## src/rtl/nibble_serial_pkg.sv

```systemverilog
// nibble_serial_pkg: shared state encoding, digit constants and index-width helper.
package nibble_serial_pkg;
    typedef enum logic [1:0] {IDLE, RUN, DONE} state_e;
    localparam int NIBBLE_W = 4;
    localparam int BCD_LIMIT = 9;
    localparam int BCD_ADJ = 6;
    function automatic int idx_w(input int n);
        return (n <= 1) ? 1 : $clog2(n);
    endfunction
endpackage

```

## src/rtl/nibble_add4.sv

```systemverilog
// nibble_add4: 4-bit adder slice with carry-in; decimal-adjusts each digit when
// NIBBLE_SERIAL_BCD_EN is defined.
module nibble_add4
    import nibble_serial_pkg::*;
(
    input  logic [3:0] a,
    input  logic [3:0] b,
    input  logic       ci,
    output logic [3:0] s,
    output logic       co
);
    logic [4:0] raw;
`ifdef NIBBLE_SERIAL_BCD_EN
    logic adj;
    always_comb begin
        raw = {1'b0, a} + {1'b0, b} + {4'b0, ci};
        adj = raw > 5'(BCD_LIMIT);
        s   = adj ? raw[3:0] + 4'(BCD_ADJ) : raw[3:0];
        co  = adj;
    end
`else
    always_comb begin
        raw     = {1'b0, a} + {1'b0, b} + {4'b0, ci};
        {co, s} = raw;
    end
`endif
endmodule

```

## src/rtl/nibble_serial_adder.sv

```systemverilog
// nibble_serial_adder: multi-nibble adder rippling the carry through a register, one
// nibble per clock. Define NIBBLE_SERIAL_BCD_EN for decimal (BCD) digits.
module nibble_serial_adder
    import nibble_serial_pkg::*;
#(
    parameter  int NIBBLES = 2,
    localparam int W = NIBBLE_W * NIBBLES
) (
    input  logic         clk,
    input  logic         rst_n,
    input  logic         in_valid,
    output logic         in_ready,
    input  logic [W-1:0] data_in1,
    input  logic [W-1:0] data_in2,
    input  logic         cin,
    output logic         out_valid,
    input  logic         out_ready,
    output logic [W-1:0] data_out,
    output logic         cout
);
    localparam int IW = idx_w(NIBBLES);

    state_e        state_q, state_d;
    logic [IW-1:0] idx_q, idx_d;
    logic [W-1:0]  a_q, a_d, b_q, b_d, sum_q, sum_d;
    logic          carry_q, carry_d, cout_q, cout_d;
    logic [3:0]    sa, sb, s;
    logic          co;

    // Constant-index mux keeps every part-select static.
    always_comb begin
        sa = '0;
        sb = '0;
        for (int i = 0; i < NIBBLES; i++) begin
            if (idx_q == IW'(i)) begin
                sa = a_q[i*NIBBLE_W +: NIBBLE_W];
                sb = b_q[i*NIBBLE_W +: NIBBLE_W];
            end
        end
    end

    nibble_add4 u_add (.a(sa), .b(sb), .ci(carry_q), .s(s), .co(co));

    always_comb begin
        state_d = state_q;
        idx_d   = idx_q;
        a_d     = a_q;
        b_d     = b_q;
        carry_d = carry_q;
        sum_d   = sum_q;
        cout_d  = cout_q;
        case (state_q)
            IDLE: if (in_valid) begin
                a_d     = data_in1;
                b_d     = data_in2;
                carry_d = cin;
                sum_d   = '0;
                idx_d   = '0;
                state_d = RUN;
            end
            RUN: begin
                for (int i = 0; i < NIBBLES; i++)
                    if (idx_q == IW'(i)) sum_d[i*NIBBLE_W +: NIBBLE_W] = s;
                carry_d = co;
                if (idx_q == IW'(NIBBLES - 1)) begin
                    cout_d  = co;
                    state_d = DONE;
                end else begin
                    idx_d = idx_q + 1'b1;
                end
            end
            DONE: state_d = out_ready ? IDLE : DONE;
            default: state_d = IDLE;
        endcase
    end

    always_ff @(posedge clk or negedge rst_n) begin
        if (!rst_n) begin
            state_q <= IDLE;
            idx_q   <= '0;
            a_q     <= '0;
            b_q     <= '0;
            carry_q <= 1'b0;
            sum_q   <= '0;
            cout_q  <= 1'b0;
        end else begin
            state_q <= state_d;
            idx_q   <= idx_d;
            a_q     <= a_d;
            b_q     <= b_d;
            carry_q <= carry_d;
            sum_q   <= sum_d;
            cout_q  <= cout_d;
        end
    end

    assign in_ready  = state_q == IDLE;
    assign out_valid = state_q == DONE;
    assign data_out  = sum_q;
    assign cout      = cout_q;
endmodule

```

## config.mk

```make
export PLATFORM = sky130hd
export DESIGN_NAME = nibble_serial_adder
export DESIGN_NICKNAME = d
export VERILOG_FILES = /design/src/rtl/nibble_serial_pkg.sv /design/src/rtl/nibble_add4.sv /design/src/rtl/nibble_serial_adder.sv
export SDC_FILE = /design/constraint.sdc
export NUM_CORES = 1
export LEC_CHECK = 0
export BUFFER_PORTS_ARGS = -buffer_cell sky130_fd_sc_hd__buf_2
export CAP_MARGIN = 20
export CORE_ASPECT_RATIO = 1.1
export CORE_MARGIN = 3
export CORE_UTILIZATION = 52
export CTS_CLUSTER_DIAMETER = 200
export DETAILED_ROUTE_END_ITERATION = 6
export PLACE_DENSITY = 0.74
export SLEW_MARGIN = 15
export SYNTH_ARGS = -nofsm -noshare
export SYNTH_HDL_FRONTEND = slang
export SYNTH_SLANG_ARGS = --single-unit
```

## constraint.sdc

```tcl
create_clock -name clk -period 2.8 [get_ports clk]
set_input_delay 0.42 -clock clk [delete_from_list [all_inputs] [get_ports clk]]
set_output_delay 0.42 -clock clk [all_outputs]
set_load 0.1 [all_outputs]
```

==> impl_metrics.tcl, run 1 <==
set metrics [dict create \
    status "finished clean" \
    fin_setup_tns_ns 0 \
    skew_ns 0.00773 \
    syn-cell-area_um2 1380 \
    route.detailed.drc 0 \
    setup_viol 0 \
    dieWidth_um 55.1 \
    post_cts_buffers 0 \
    yosysTopAreaCell "dfrtp_1" \
    clkTransAtPathRegs_ns 0.09 \
    fill_cells 214 \
    hold_ws_ns 0.104 \
    die_h_um 60.0 \
    post_drt_wl_per_cell_um 14.4 \
    max_slew_margin_pct 58.6 \
    min_period_ns 2.38 \
    async_flop_share_pct 100 \
    grt_pass1_wl_mm 4.24 \
    syn_area_per_cell_um2 13.6 \
    placementRows 18 \
    vias 921 \
    ys.flop_type "dfrtp_1" \
    holdBufCountCts 0 \
    top_layer "met4" \
    met1Wirelength_um 933 \
    fin_area_um2 1620 \
    synth_top_area_share_pct 52.7 \
    max_cap_viol_count 0 \
    nets 163 \
    end_kind "flop" \
    tritoncts "yes" \
    fin_crit_sh_pct 85.2 \
    syn2layout_area_growth_pct 17.6 \
    synth_nets 127 \
    synth_cell_types 29 \
    cts_root_buf "clkbuf_4" \
    synth_most_common_cell "dfrtp_1" \
    antenna-diode-count 0 \
    place.port_buffers 31 \
    routabilityCongestion 0.771 \
    multi_input_area_um2 604 \
    synthTopCellsByArea "dfrtp_1 53%, mux2_2 20%, fa_1 2.9%" \
    rsz0062_at_grt "false" \
    final_hold_viol_count 0 \
    cts_buffer_depth 2 \
    io_pins 32 \
    grtUsageTotal_pct 18.9 \
    synth_seq_cells 29 \
    seq_area_um2 726 \
    fmax_ghz 0.419 \
    synth_warnings 0 \
    dr.pass1.iters 4 \
    die_area_um2 3300 \
    cts_resized 0 \
    hpwl_mm 1.85 \
    cp_max_fo 9 \
    syn_inst 101 \
    drt_iter0_drc 5 \
    met2WireLength_mm 1.33 \
    cts_made_buffers 5 \
    synth_common_cells "29 x dfrtp_1, 24 x mux2_2, 4 x nand2b_1" \
    arrival_ns 2.59 \
    hp-class "in2async" \
    grt_max_degree 30 \
    yosysSeqAreaShare_pct 52.7 \
    core_um2 2390 \
    via_per_inst 5.48 \
    drtAntennaViolNets 0 \
    drive_gt1_share_pct 50.7 \
    htreeDepth 2 \
    worstSkewPairLatency_ns 0.32 \
    start_util_pct 57.7 \
    worst_pin_slew_ns 0.621 \
    numClockSinks 29 \
    crit_type "reg2reg" \
    startpoint_type "flop" \
    grt_overflow 0 \
    synth_edf_count 0 \
    grt_pass1_vias 947 \
    antenna_found_initial 0 \
    dr_wl_met3_um 135 \
    routed_wl_mm 2.42 \
    critPathRequiredTime_ns 3.00 \
    dpl_cell_area_um2 1550 \
    final_max_slew_viol_count 0 \
]
-- worst max-delay path: stages (launching register included) --
cell and delay [ns]:
dfrtp_1 0.51, mux2_2 0.39, fa_1 0.42, fa_1 0.41
xnor2_1 0.20, nor2_1 0.06, mux2_1 0.28
-- flip-flops by register name, indices dropped and copies added (netlist names) --
| name | cells |
|---|---|
| b_q | 8 |
| cout | 1 |
| state_q | 2 |
| a_q | 8 |
| data_out | 8 |
| carry_q | 1 |
| idx_q | 1 |
-- cell families (layout without fill, tap and decap cells) --
group	Yosys count	count (layout)	share of synthesized area, %
flops	29	29	52.7
mux	25	25	20.5
simple gates	18	18	8.36
compound gates	16	16	8.82
buf+inv	7	44	3.36
fa+ha+maj	5	5	5.64
xor+xnor	1	1	0.636
-- cells in the final DEF, fill, tap and decap left out --
| cell type | count |
|---|---|
| buf_2 | 31 |
| dfrtp_1 | 29 |
| mux2_2 | 24 |
| clkbuf_4 | 5 |
| nand2b_1 | 4 |
| nor2_1 | 3 |
| a21o_1 | 3 |
| nand2_1 | 3 |
| o21ai_0 | 3 |
| ha_1 | 3 |
| inv_1 | 2 |
| a21oi_1 | 2 |
| nand3b_1 | 2 |
| nor4bb_1 | 2 |
| a22o_1 | 2 |
| a32o_1 | 2 |
| fa_1 | 2 |
| clkbuf_8 | 2 |
| buf_4 | 2 |
| nor3b_2 | 1 |
| o221ai_1 | 1 |
| xnor2_1 | 1 |
| a21o_2 | 1 |
| inv_2 | 1 |
| mux2_1 | 1 |
| and3b_1 | 1 |
| nor2_2 | 1 |
| o2bb2ai_1 | 1 |
| nand3_1 | 1 |
| a21bo_2 | 1 |
| clkinv_2 | 1 |
-- metal layers --
| layer | vias up | global-route usage [%] |
|---|---|---|
| li1 | 437 | - |
| met1 | 457 | 20.7 |
| met2 | 25 | 31.8 |
| met3 | 2 | 7.48 |
| met4 | 0 | 8.33 |
| met5 | - | 0 |
-- path summary, 6_finish.rpt --
| check | startpoint | end | slack (ns) | cells after the start |
|---|---|---|---|---|
| worst min register to register | data_out[0]$_DFFE_PN0P_ | data_out[0]$_DFFE_PN0P_ | 0.49 | 1 |
| max in group asynchronous | rst_n | b_q[6]$_DFFE_PN0P_ | 2.29 | 1 |
| worst max register to register | idx_q$_DFFE_PN0P_ | data_out[2]$_DFFE_PN0P_ | 0.42 | 6 |
| worst min-delay path | rst_n | b_q[0]$_DFFE_PN0P_ | 0.10 | 1 |
| min in group clk | out_ready | state_q[1]$_DFFE_PN0P_ | 0.28 | 2 |
| worst max-delay path | idx_q$_DFFE_PN0P_ | data_out[2]$_DFFE_PN0P_ | 0.42 | 6 |
-- cell type report --
cell class | instances | area share, %
flip-flops and latches | 29 | 44.8
clock inverters | 1 | 0.309
repair buffers | 33 | 10.5
inverters | 3 | 0.696
well taps | 30 | 2.32
multi-input cells | 65 | 37.3
clock buffers | 7 | 4.02
-- through the flow --
step | setup slack (ns) | cells | utilization (%)
global placement | 0.496 | 160 | 64.9
finish | 0.415 | 168 | 67.8
CTS | 0.407 | 168 | 67.8
detailed placement | 0.416 | 160 | 64.9
floorplan | 0.405 | 101 | -
global route | 0.275 | 168 | 67.8
Power of run 1 is not shown: default switching activity piles up to over one toggle a cycle in this logic, so the estimate is an artifact.
==> inputs of run 2 (changes only) <==
Settings changed: GPL_TIMING_DRIVEN set to 0.
==> impl_metrics.tcl, run 2 (synthesis gave the netlist of run 1 again) <==
set metrics [dict create \
    layout_common_cells "31 x buf_2, 29 x dfrtp_1, 24 x mux2_2, 6 x clkbuf_4, 4 x nand2b_1" \
    cts_root_buf "clkbuf_4" \
    slowest_delay_ns 0.44 \
    vias 902 \
    critPathRequiredTime_ns 3.02 \
    rsz0062_at_grt "false" \
    end_kind "flop" \
    instances_no_fill 169 \
    max_slew_margin_pct 57.6 \
    start_util_pct 57.7 \
    tritoncts "yes" \
    crit_type "reg2reg" \
    dr.pass1.iters 4 \
    fin_crit_sh_pct 96.1 \
    post_drt_wl_per_cell_um 15.2 \
    die_area_um2 3300 \
    fill_cells 210 \
    route.detailed.drc 0 \
    multi_input_area_um2 604 \
    final_hold_viol_count 0 \
    fin_area_um2 1630 \
    seq_area_um2 726 \
    dieWidth_um 55.1 \
    critPathMostFrequentCell "fa_1" \
    grt_pass1_wl_mm 4.43 \
    min_period_ns 2.69 \
    drive_gt1_share_pct 50.4 \
    io_pins 32 \
    r2r-start "idx_q$_DFFE_PN0P_" \
    setup_viol 0 \
    antenna-diode-count 0 \
    hpwl_mm 1.92 \
    place.port_buffers 31 \
    dp_cells 162 \
    hp-class "in2async" \
    status "finished clean" \
    core_um2 2390 \
    clkTransAtPathRegs_ns 0.09 \
    crit_chain "clkbuf_4 > mux2_2 > fa_1 > fa_1 > xnor2_1 > nor2_1 > mux2_1" \
    grtUsageTotal_pct 19.8 \
    fin_setup_tns_ns 0 \
    max_cap_viol_count 0 \
    cp_max_fo 10 \
    r2r_end "data_out[2]$_DFFE_PN0P_" \
    numClockSinks 29 \
    cts_made_buffers 5 \
    final_max_slew_viol_count 0 \
    worstSkewPairLatency_ns 0.33 \
    via_per_inst 5.34 \
    htreeDepth 2 \
    routed_wl_mm 2.57 \
    drtAntennaViolNets 0 \
    holdBufCountCts 0 \
    worst_pin_slew_ns 0.636 \
    die_h_um 60.0 \
    ff2ff_setup_slack_ns 0.11 \
    skew_ns 0.00891 \
    dpl_cell_area_um2 1570 \
    path_buf_inv 1 \
    final_common_cell "buf_2" \
    antenna_found_initial 0 \
    cts_buffer_depth 2 \
    ff2ff_path_depth 7 \
    grt_max_degree 30 \
    arrival_ns 2.91 \
    crit_slowest_cell "fa_1" \
    fmax_ghz 0.372 \
    path_delay_family "adder cells" \
    nets 165 \
    drt_iter0_drc 12 \
    grt_overflow 0 \
    grt_pass1_vias 1014 \
    startpoint_type "flop" \
    routabilityCongestion 0.729 \
    placementRows 18 \
    syn2layout_area_growth_pct 18.2 \
]
run 2: changes by cell type in the layout (fill, tap and decap cells not counted), sizes merged:
cell    delta
buf        +1
clkbuf     +1
clkinv     -1
run 2: metal layers:
layer | routed length, um | vias to the layer above | GRT usage [%] | part of all wire (%)
li1 | - | 435 | - | -
met1 | 1020 | 441 | 22.6 | 40
met2 | 1360 | 20 | 32.6 | 53
met3 | 126 | 6 | 7.48 | 4.9
met4 | 58 | 0 | 8.33 | 2.3
met5 | 0 | - | 0 | 0
run 2: stage by stage:
| step | setup WS, ns | util [%] | hold WS [ns] |
|---|---|---|---|
| floorplan | 0.405 | - | 0.124 |
| global placement | 0.131 | 65.7 | 0.456 |
| detailed placement | 0.0600 | 65.7 | 0.464 |
| CTS | 0.0512 | 68.0 | 0.115 |
| global route | 0.0207 | 68.1 | 0.133 |
| finish | 0.109 | 68.1 | 0.101 |
run 2: layout make-up:
type,count,area share [%]
multi-input combinational,65,37.2
sequential,29,44.6
inverter,3,0.692
timing repair buffer,31,9.54
buffer,4,2.31
clock buffer,7,3.38
tap,30,2.31
run 2: worst register-to-register path, delay by kind of cell, from the launching register on:
kind	cells	cell delay [ns]
DFF	1	0.43
adders and majority gates	2	0.86
xor gates and xnor gates	1	0.28
muxes	2	0.67
buffers and inverters	1	0.26
and+or+nand+nor	1	0.08
run 2: repair_timing:
| action | 4_1_cts | 5_1_grt |
|---|---|---|
| gates resized for setup | 0 | 1 |
| setup buffers | 0 | 0 |
| setup endpoints to repair | 0 | 1 |
run 2: worst max path at each step:
stage | slack (ns) | endpoint | startpoint | depth (start not counted)
after floorplan | 0.40 | data_out[2]$_DFFE_PN0P_ | idx_q$_DFFE_PN0P_ | 7
after global placement | 0.13 | data_out[2]$_DFFE_PN0P_ | idx_q$_DFFE_PN0P_ | 7
after detailed placement | 0.06 | data_out[2]$_DFFE_PN0P_ | idx_q$_DFFE_PN0P_ | 7
after CTS | 0.05 | data_out[2]$_DFFE_PN0P_ | idx_q$_DFFE_PN0P_ | 7
after global routing | 0.02 | data_out[2]$_DFFE_PN0P_ | idx_q$_DFFE_PN0P_ | 7
final | 0.11 | data_out[2]$_DFFE_PN0P_ | idx_q$_DFFE_PN0P_ | 7
Power of run 2 is left out for the same reason.
==> inputs of run 3 (changes only) <==
Settings changed: ABC_AREA set to 1, CORE_UTILIZATION 52 to 53, PLACE_DENSITY 0.74 to 0.75.
==> impl_metrics.tcl, run 3 <==
set metrics [dict create \
    syn2layout_area_growth_pct 16.3 \
    setup_viol 0 \
    clkTransAtPathRegs_ns 0.08 \
    syn_inst 172 \
    skew_ns 0.00526 \
    max_cap_viol_count 0 \
    end_kind "flop" \
    die_h_um 62.3 \
    yosys.area_share.simple_pct 38.7 \
    ys.flop_type "dfrtp_1" \
    hpwl_mm 2.18 \
    grt_overflow 0 \
    pwr-share-clk_pct 10.4 \
    placementRows 19 \
    numClockSinks 29 \
    nets 236 \
    syn-cell-area_um2 1530 \
    final_hold_viol_count 0 \
    power.density_nw_per_um2 1370 \
    routabilityCongestion 0.814 \
    grtUsageTotal_pct 18.8 \
    fin_setup_tns_ns 0 \
    p_sw_share_pct 53.9 \
    worst_pin_slew_ns 0.642 \
    vias 1182 \
    final_common_cell "nand2_1" \
    antenna_found_initial 0 \
    synth_top_family_by_area "simple AND/OR/NAND/NOR gates" \
    fin_area_um2 1780 \
    route.detailed.drc 0 \
    status "finished clean" \
    drt_iter0_drc 36 \
    antenna-diode-count 0 \
    cts_root_buf "clkbuf_4" \
    syn_area_per_cell_um2 8.88 \
    final_util_pct 67.9 \
    start_util_pct 58.4 \
    fin_crit_sh_pct 82.4 \
    dieWidth_um 57.2 \
    async_flop_share_pct 100 \
    critPathRequiredTime_ns 3.01 \
    via_per_inst 4.90 \
    peakVddDrop_uv 965 \
    cp_max_fo 10 \
    startpoint_type "flop" \
    synth_top_area_share_pct 47.5 \
    arrival_ns 2.52 \
    final_max_slew_viol_count 0 \
    htreeDepth 2 \
    synth_edf_count 0 \
    die_area_um2 3560 \
    synth_most_common_cell "nand2_1" \
    fmax_ghz 0.434 \
    core_um2 2620 \
    dr.pass1.iters 4 \
    layout_common_cells "78 x nand2_1, 33 x buf_2, 29 x dfrtp_1, 12 x nand2_2, 11 x nand2_4" \
    crit_type "reg2reg" \
    worstSkewPairLatency_ns 0.32 \
    p_sw_mw 1.31 \
    grt_pass1_wl_mm 5.16 \
    synth.mux.area_fraction_pct 0 \
    synth_compound_area_share_pct 3.36 \
    power.leakage_nw 1.05 \
    routed_wl_mm 2.84 \
    post_drt_wl_per_cell_um 11.8 \
    max_slew_margin_pct 57.2 \
    synth_nets 198 \
    post_cts_buffers 0 \
    synth_seq_cells 29 \
    synth_adder_area_share_pct 5.08 \
    p_seq_share_pct 29.6 \
    synth_common_cells "78 x nand2_1, 29 x dfrtp_1, 12 x nand2_2, 11 x nand2_4, 7 x inv_1" \
    synthXorXnorAreaFrac_pct 0 \
    grt_max_degree 30 \
    hp-class "in2async" \
    synth_warnings 0 \
    yosysTopAreaCell "dfrtp_1" \
    internal_power_mw 1.12 \
    synthTopCellsByArea "dfrtp_1 48%, nand2_1 19%, nand2_4 8.1%" \
    place.port_buffers 31 \
    tritoncts "yes" \
    cts_made_buffers 5 \
    cts_buffer_depth 2 \
    cts_resized 0 \
    holdBufCountCts 0 \
    rsz0062_at_grt "false" \
    grt_pass1_vias 1250 \
    min_period_ns 2.31 \
    drtAntennaViolNets 0 \
    synth_cell_types 22 \
    drive_gt1_share_pct 34.3 \
    yosysSeqAreaShare_pct 47.5 \
    dpl_cell_area_um2 1720 \
    combPwrFrac_pct 60.0 \
    io_pins 32 \
    hold_ws_ns 0.110 \
]
## run 3: cell count changes after synthesis, moves of 4 or more
cell      change
nand2b_1      -4
mux2_2       -24
inv_1         +5
nand2_4      +11
nand2_2      +12
nand2_1      +75
## run 3: per-layer routing
layer	vias up	GRT usage, %	wire, um
li1	601	-	-
met1	536	20.3	1160
met2	35	32.1	1460
met3	10	4.97	146
met4	0	11.3	74
met5	-	0	0
## run 3: per-stage QoR
stage          power (mW)  setup WS [ns]  std cells
2_1_floorplan        1.92          0.596        172
3_3_place_gp         2.15          0.528        234
3_5_place_dp         2.20          0.504        234
4_1_cts              2.47          0.482        241
5_1_grt              2.66          0.259        241
6_report             2.43          0.494        241
## run 3: cell type report
cell class                 count  area (um2)
clock buffer                   7        55.1
multi-input combinational    128         719
sequential                    29         726
timing repair buffer          31         155
tap                           31        38.8
buffer                         3        30.0
inverter                      12        52.6
fill                         232         838
## run 3: cell families (layout without fill, tap and decap cells)
logic type / count (synthesis) / in the layout
DFF: 29 / 29
AOI/OAI and AO/OA: 7 / 7
buffers and inverters: 15 / 53
and+or+nand+nor: 116 / 116
adders and majority gates: 5 / 5
## run 3: power by group through the flow
| stage | logic, mW | registers [mW] | clock network, mW |
|---|---|---|---|
| after global routing | 1.63 | 0.746 | 0.292 |
| after CTS | 1.48 | 0.723 | 0.264 |
| after floorplan | 0.891 | 1.03 | 0 |
| final | 1.46 | 0.720 | 0.253 |
| after detailed placement | 1.47 | 0.730 | 0 |
| after global placement | 1.43 | 0.723 | 0 |
## run 3: critical path, cell delays in order (launching register included)
cell and delay [ns]:
dfrtp_1 0.43, buf_2 0.25, inv_2 0.10, nand2_1 0.07
nand2_1 0.07, fa_1 0.43, fa_1 0.40, nand2_1 0.08
inv_1 0.05, nor2_1 0.09, o21bai_1 0.10, nand2_1 0.07
nand3_1 0.06
## run 3: worst paths after layout
check,slack [ns],endpoint,cells after the start,from
worst max-delay path,0.49,carry_q$_DFFE_PN0P_,12,idx_q$_DFFE_PN0P_
worst min-delay path,0.11,cout$_DFFE_PN0P_,1,rst_n
worst max register to register,0.49,carry_q$_DFFE_PN0P_,12,idx_q$_DFFE_PN0P_
worst min register to register,0.47,data_out[5]$_DFFE_PN0P_,2,data_out[5]$_DFFE_PN0P_
max in group asynchronous,2.27,b_q[4]$_DFFE_PN0P_,1,rst_n
min in group clk,0.28,state_q[1]$_DFFE_PN0P_,2,out_ready
Power figures use the tool's default switching activity.
